<file path="src/rtl/sram_fifo_ctrl.sv">
// FIFO controller over a single-port SRAM: owns pointers and occupancy, and
// round-robin arbitrates the one address port between pushes and pops.
module sram_fifo_ctrl #(
  parameter int DW = 8,
  parameter int AW = 4
) (
  input  logic          clk,
  input  logic          rst,
  input  logic          flush,
  input  logic          in_valid,
  input  logic [DW-1:0] in_data,
  output logic          in_ready,
  input  logic          out_req,
  output logic          out_ack,
  output logic [DW-1:0] out_data,
  output logic          out_valid,
  output logic [AW:0]   level,
  output logic          sram_w_en,
  output logic [AW-1:0] sram_addr,
  output logic [DW-1:0] sram_d,
  input  logic [DW-1:0] sram_q
);

  // Handshake: a push completes at the edge where in_valid && in_ready; a pop
  // is granted at the edge where out_ack is high and its data appears one
  // cycle later as a single-cycle out_valid pulse.

  localparam logic [AW:0] DEPTH = (AW+1)'(2**AW);

  logic [AW-1:0] wptr_q, wptr_d;
  logic [AW-1:0] rptr_q, rptr_d;
  logic [AW:0]   count_q, count_d;
  logic          last_wr_q, last_wr_d;
  logic [DW-1:0] out_data_q, out_data_d;
  logic          out_valid_q, out_valid_d;

  logic full, empty, wr_elig, rd_elig, wr_gnt, rd_gnt;

  // rst also gates eligibility so grants drop immediately on async reset.
  always_comb begin
    full    = (count_q == DEPTH);
    empty   = (count_q == '0);
    wr_elig = in_valid && !full && !flush && !rst;
    rd_elig = out_req && !empty && !flush && !rst;
    wr_gnt  = wr_elig && (!rd_elig || !last_wr_q);
    rd_gnt  = rd_elig && (!wr_elig || last_wr_q);
  end

  always_ff @(posedge clk or posedge rst) begin
    if (rst) begin
      wptr_q      <= '0;
      rptr_q      <= '0;
      count_q     <= '0;
      last_wr_q   <= 1'b0;
      out_data_q  <= '0;
      out_valid_q <= 1'b0;
    end else begin
      wptr_q      <= wptr_d;
      rptr_q      <= rptr_d;
      count_q     <= count_d;
      last_wr_q   <= last_wr_d;
      out_data_q  <= out_data_d;
      out_valid_q <= out_valid_d;
    end
  end

  always_comb begin
    wptr_d      = wptr_q;
    rptr_d      = rptr_q;
    count_d     = count_q;
    last_wr_d   = last_wr_q;
    out_data_d  = out_data_q;
    out_valid_d = 1'b0;
    if (flush) begin
      wptr_d    = '0;
      rptr_d    = '0;
      count_d   = '0;
      last_wr_d = 1'b0;
    end else begin
      if (wr_gnt) begin
        wptr_d  = wptr_q + AW'(1);
        count_d = count_q + (AW+1)'(1);
      end
      if (rd_gnt) begin
        rptr_d      = rptr_q + AW'(1);
        count_d     = count_q - (AW+1)'(1);
        out_data_d  = sram_q;
        out_valid_d = 1'b1;
      end
      // Only contended cycles move the round-robin pointer.
      if (wr_elig && rd_elig) begin
        last_wr_d = wr_gnt;
      end
    end
  end

  always_comb begin
    in_ready  = wr_gnt;
    out_ack   = rd_gnt;
    sram_w_en = wr_gnt;
    sram_addr = wr_gnt ? wptr_q : rptr_q;
    sram_d    = in_data;
    out_data  = out_data_q;
    out_valid = out_valid_q;
    level     = count_q;
  end

endmodule

</file>
<file path="config.mk">
export PLATFORM = sky130hd
export DESIGN_NAME = sram_fifo_ctrl
export DESIGN_NICKNAME = d
export VERILOG_FILES = /design/src/rtl/sram_fifo_ctrl.sv
export SDC_FILE = /design/constraint.sdc
export NUM_CORES = 1
export LEC_CHECK = 0
export CAP_MARGIN = 15
export CORE_MARGIN = 2
export CORE_UTILIZATION = 30
export CTS_BUF_LIST = sky130_fd_sc_hd__clkbuf_16
export DETAILED_ROUTE_END_ITERATION = 16
export SKIP_CTS_REPAIR_TIMING = 1
export SLEW_MARGIN = 20
export SYNTH_ARGS = -nofsm -noshare
export SYNTH_HDL_FRONTEND = slang
export SYNTH_SLANG_ARGS = --single-unit
</file>
<file path="constraint.sdc">
create_clock -name clk -period 3.7 [get_ports clk]
set_input_delay 0.37 -clock clk [delete_from_list [all_inputs] [get_ports clk]]
set_output_delay 0.37 -clock clk [all_outputs]
set_load 0.005 [all_outputs]
</file>
Word level (Yosys, flattened, before mapping)
Cells that the tools add are included.
{"block": "op_classes", "n_mux": 12, "bitwise": 1, "n_eq_ne": 1, "addsub": 4, "n_reduce_logical": 24}
{"operator": "4-bit 2-to-1 mux", "n": 5}
{"operator": "5-bit 2-to-1 mux", "n": 3}
{"operator": "1-bit logical AND", "n": 9}
{"operator": "4-bit by 1-bit adder with 4-bit output (second input constant)", "n": 2}
{"operator": "1-bit zero test", "n": 7}
{"operator": "2-bit nonzero test", "n": 3}
{"operator": "5-bit by 1-bit adder with 5-bit output (second input constant)", "n": 1}
{"operator": "5-bit equality test (second input constant)", "n": 1}
{"operator": "5-bit zero test", "n": 1}
{"operator": "5-bit by 1-bit subtractor with 5-bit output (second input constant)", "n": 1}
{"operator": "1-bit 2-to-1 mux", "n": 4}
{"operator": "3-bit nonzero test", "n": 1}
{"operator": "1-bit logical OR", "n": 2}
{"operator": "2-bit AND reduction", "n": 1}
{"operator": "1-bit NOT", "n": 1}
{"block": "word_totals", "register_bits": 23, "inputBits": 21, "out_inout_bits": 29}

Longest topological paths before layout
{"block": "depth", "depth_word": 11, "depth_mapped": 12, "ltp_nobuf": 10}

Least setup slack after synthesis
Ideal clock, no wire load.
{"block": "synth_path", "path_kind": "register to register", "start": "register count_q[0] (netlist: level[0])", "end": "register count_q[4] (netlist: level[4])", "required_ps": 3575, "n_path_buf": 2, "path_stages_with_launch": 13, "setup_slack_ps": 796, "arrival_time_ps": 2780, "setup_ps": 125, "synth_period_minus_slack_ps": 2904, "cell_sequence": "dfrtp_1 -> nor4_4 -> mux2_4 -> and2_4 -> buf_8 -> buf_12 -> inv_1 -> fa_1 -> nand2b_1 -> a21oi_1 -> a21oi_1 -> nor3_1 -> mux2_2"}
{"block": "synth_via", "elab_chain_cells": 10}
{"element": "from (decl)", "line": "32", "rtl": "logic [AW:0] count_q, count_d;"}
{"element": "from (signal assigned)", "line": "60", "rtl": "count_q <= count_d;"}
{"element": "5-bit equality test", "line": "41", "rtl": "full = (count_q == DEPTH);"}
{"element": "1-bit zero test", "line": "43", "rtl": "wr_elig = in_valid && !full && !flush && !rst;"}
{"element": "1-bit logical AND (3 in series)", "line": "43"}
{"element": "1-bit zero test", "line": "46", "rtl": "rd_gnt = rd_elig && (!wr_elig || last_wr_q);"}
{"element": "1-bit logical OR", "line": "46"}
{"element": "1-bit logical AND", "line": "46"}
{"element": "5-bit 2-to-1 mux", "line": "84", "rtl": "if (rd_gnt) begin"}
{"element": "5-bit 2-to-1 mux", "line": "74", "rtl": "if (flush) begin"}
Parallel ways exist; a longest one is shown, timed or not. The select of a mux whose other input is x is not followed.
A chain may end at the register's enable or synchronous reset.

Worst setup path after layout
{"block": "layout_path", "start": "input flush", "end": "output sram_addr[1]"}
{"block": "layout_via", "elab_chain_cells": 7}
{"element": "from (decl)", "line": "9", "rtl": "input logic flush,"}
{"element": "1-bit zero test *", "line": "43, 44"}
{"element": "1-bit logical AND (2 in series)", "line": "44", "rtl": "rd_elig = out_req && !empty && !flush && !rst;"}
{"element": "1-bit zero test", "line": "45", "rtl": "wr_gnt = wr_elig && (!rd_elig || !last_wr_q);"}
{"element": "1-bit logical OR", "line": "45"}
{"element": "1-bit logical AND *", "line": "45"}
{"element": "4-bit 2-to-1 mux *", "line": "101", "rtl": "sram_addr = wr_gnt ? wptr_q : rptr_q;"}
{"element": "to (decl)", "line": "19", "rtl": "output logic [AW-1:0] sram_addr,"}
Every way passes the cells marked *; elsewhere a longest branch is shown, timed or not.

==> results.py <==
metrics = {
    "timing": {
        "clock_skew_ns": 0.00177,
        "worst_pin_slew_ns": 0.552,
        "slew_violations": 0,
        "setup_ws_ns": 0.581,
        "layout_worst_path_cycle_share": 0.843,
        "finalSetupViolations": 0,
        "rsz_0062_raised_after_global_routing": "no",
        "max_freq_ghz": 0.321,
        "clock_period_minus_final_worst_setup_slack_ns": 3.12,
        "report.final.hold_viol_count": 0,
        "worst_slew_margin_rel": 0.632,
        "totalNegativeSetupSlack_ns": 0,
        "worst_hold_slack_ns": 0.509,
    },
    "floorplanning": {
        "rows": 24,
        "io_pins": 50,
        "die_height_um": 71.5,
        "core_outline_area_um2": 4380,
        "die_area_um2": 5110,
        "chipWidth_um": 71.5,
        "effective_utilization_at_floorplan": 0.312,
    },
    "placed_design": {
        "detailedPlacementHpwl_um": 2090,
        "gp_congestion": 0.723,
        "portBuffers": 33,
        "place_inst": 193,
        "setup_slack_at_placement_ns": 0.498,
    },
    "worst_setup_path": {
        "crit_top_cell": "sky130_fd_sc_hd__clkdlybuf4s50_1",
        "setup.worst_path.class": "input pin to output pin",
        "cp_max_delay_cell": "sky130_fd_sc_hd__clkdlybuf4s50_1",
        "crit_required_ns": 3.33,
        "reg2reg_from": "level[0]$_DFFE_PP0P_",
        "critical_path.cell_chain": "clkdlybuf4s50_1, or3b_1, a221oi_4, mux2_2, clkdlybuf4s50_1",
        "critical_path.max_fanout": 10,
        "r2r_cells": 10,
        "setup.worst_path.start_class": "input pin",
        "cp.arrival_ns": 2.75,
        "reg2reg_to": "level[4]$_DFFE_PP0P_",
        "crit_path_max_incr_delay_ns": 0.58,
        "critical_path.endpoint_type": "output pin",
        "r2r_setup_slack_ns": 0.70,
    },
    "worst_hold_path": {
        "min_to": "out_data[2]$_DFFE_PP0P_",
        "worstHoldStart": "out_data[2]$_DFFE_PP0P_",
        "hold_depth": 1,
        "hold_class": "flop to flop",
    },
    "yosys": {
        "synth_warnings": 0,
        "post_synth.cell_area_avg_um2": 11.6,
        "synth_fp_nets": 145,
        "yosysSeqAreaShare": 0.421,
        "ys_ff_latch": 23,
        "library_cells_used_by_synthesis": 35,
        "netlist_area_um2": 1370,
        "syn-instance-count": 118,
    },
    "drt": {
        "vias_per_cell": 4.69,
        "total_detailed_routing_wirelength_um": 2680,
        "detailed_route_wire_length_per_cell_um": 13.6,
        "vias": 923,
        "drt_first_iter_violations": 34,
        "detail-route-antenna-nets": 0,
        "detail_route.first_pass.iterations": 4,
        "number_of_design_rule_violations_left_after_detail_routing": 0,
    },
    "final_layout": {
        "layout.cells.most_common": "sky130_fd_sc_hd__clkdlybuf4s50_1",
        "antenna_cells_inserted": 0,
        "layout-drive-gt1-share": 0.207,
        "multiInputGateArea_um2": 656,
        "ff_latch_area_um2": 576,
        "fillerInstances": 431,
        "final-instance-count-excl-fill": 197,
        "most_used_cells_in_the_layout_excluding_fill_and_tap_cells": "sky130_fd_sc_hd__clkdlybuf4s50_1 (33), sky130_fd_sc_hd__dfrtp_1 (23), sky130_fd_sc_hd__nor2_1 (15)",
        "num-nets-final": 173,
        "area_delta_synth_final_pct": 27.5,
    },
    "clock_network": {
        "clockRootBuffer": "sky130_fd_sc_hd__clkbuf_16",
        "depth_of_the_cts_h_tree": 1,
        "clock_latency_ns": 0.25,
        "clock_tree_sinks": 23,
        "cts_inserted_buffers": 3,
        "cts.reportedPaths.clkPinSlew_ns": 0.06,
        "clock_path_buffers": 2,
        "tritoncts": "yes",
    },
    "pwr": {
        "ir_worst_vdd_mv": 0.210,
        "power.static_leakage_nw": 0.776,
        "power_density_nw_per_um2": 415,
    },
    "global_routing": {
        "grt_use_total": 0.114,
        "grt_start_max_net_pins": 25,
        "first_global_vias": 947,
        "antenna_violations_before_repair": 0,
        "gr-total-overflow": 0,
        "grt_first_pass_wirelength_um": 4660,
    },
    "status": {
        "status": "finished, final reports clean",
    },
    "job": {
        "timing.max_cap.violations": 0,
    },
}
[per-stage QoR]
step | cell area (um^2) | util | power (mW)
finish | 1740 | 0.398 | 0.723
detailed placement | 1660 | 0.380 | 0.503
CTS | 1740 | 0.398 | 0.736
global route | 1740 | 0.398 | 0.762
global placement | 1660 | 0.380 | 0.497
floorplan | 1370 | - | 0.402
[registers in the layout, indices dropped and copies added (netlist names)]
name       cells
out_valid      1
last_wr_q      1
level          5
out_data       8
wptr_q         4
rptr_q         4
[synth_stat cells (all sizes together)]
cell type,count,area (um^2)
xor2,4,35.0
clkbuf,1,3.75
ha,5,62.6
or3b,1,8.76
nand3,2,10.0
fa,1,20.0
nand2,2,7.51
inv,4,15.0
nor3,1,5.00
and2,2,15.0
a221oi,1,26.3
buf,12,118
nor2,16,62.6
a21boi,1,7.51
nor3b,1,7.51
a21oi,4,20.0
nand2b,3,18.8
o41a,1,11.3
and3,3,20.0
dfrtp,23,576
nor2b,1,6.26
o21ai,2,13.8
nand4,1,6.26
a21o,1,8.76
xnor2,5,43.8
mux2i,3,30.0
nor4,1,21.3
mux2,16,188
[per-layer routing]
layer,GRT usage,share of wire,vias to the layer above
met4,0.0189,0,0
met1,0.155,0.45,455
met5,0,0,-
met3,0.0309,0.047,0
met2,0.185,0.51,18
li1,-,-,450
[worst max-delay path, delay by kind of cell]
kind	cells	cell delay, ns
AO/OA/AOI/OAI	1	0.46
AND/OR/NAND/NOR	1	0.48
buffers and inverters	2	1.02
multiplexers	1	0.41
[layout make-up]
type / count / area share
multi-input combinational: 78 / 0.376
clock inverter: 1 / 0.00287
clock buffer: 3 / 0.0430
tap: 52 / 0.0373
timing repair buffer: 36 / 0.202
inverter: 4 / 0.00861
sequential: 23 / 0.330
[worst max-delay path by stage]
| stage | from | end | slack [ns] | cells after the start |
|---|---|---|---|---|
| 2_1_floorplan | level[0]$_DFFE_PP0P_ | level[4]$_DFFE_PP0P_ | 0.80 | 12 |
| 3_3_place_gp | flush | level[4]$_DFFE_PP0P_ | 0.59 | 10 |
| 6_report | flush | sram_addr[1] | 0.58 | 5 |
| 3_5_place_dp | flush | level[4]$_DFFE_PP0P_ | 0.50 | 10 |
| 4_1_cts | flush | sram_addr[1] | 0.54 | 5 |
| 5_1_grt | flush | sram_addr[2] | 0.45 | 5 |
[power by group]
group          leakage (nW)  switching [mW]  total [mW]  internal, mW
combinational         0.425          0.0605       0.181         0.120
clock                0.0409          0.0845       0.230         0.145
sequential            0.311          0.0235       0.313         0.289
total                 0.776           0.168       0.723         0.555
[kinds of logic after synthesis]
logic type                 count (synthesis)  synth area share
DFF                                       23             0.421
xor gates and xnor gates                   9            0.0576
AOI/OAI and AO/OA                         10            0.0640
muxes                                     19             0.159
adders and majority gates                  6            0.0604
buffers and inverters                     17            0.0997
and+or+nand+nor                           34             0.138
Power figures use the tool's default switching activity.
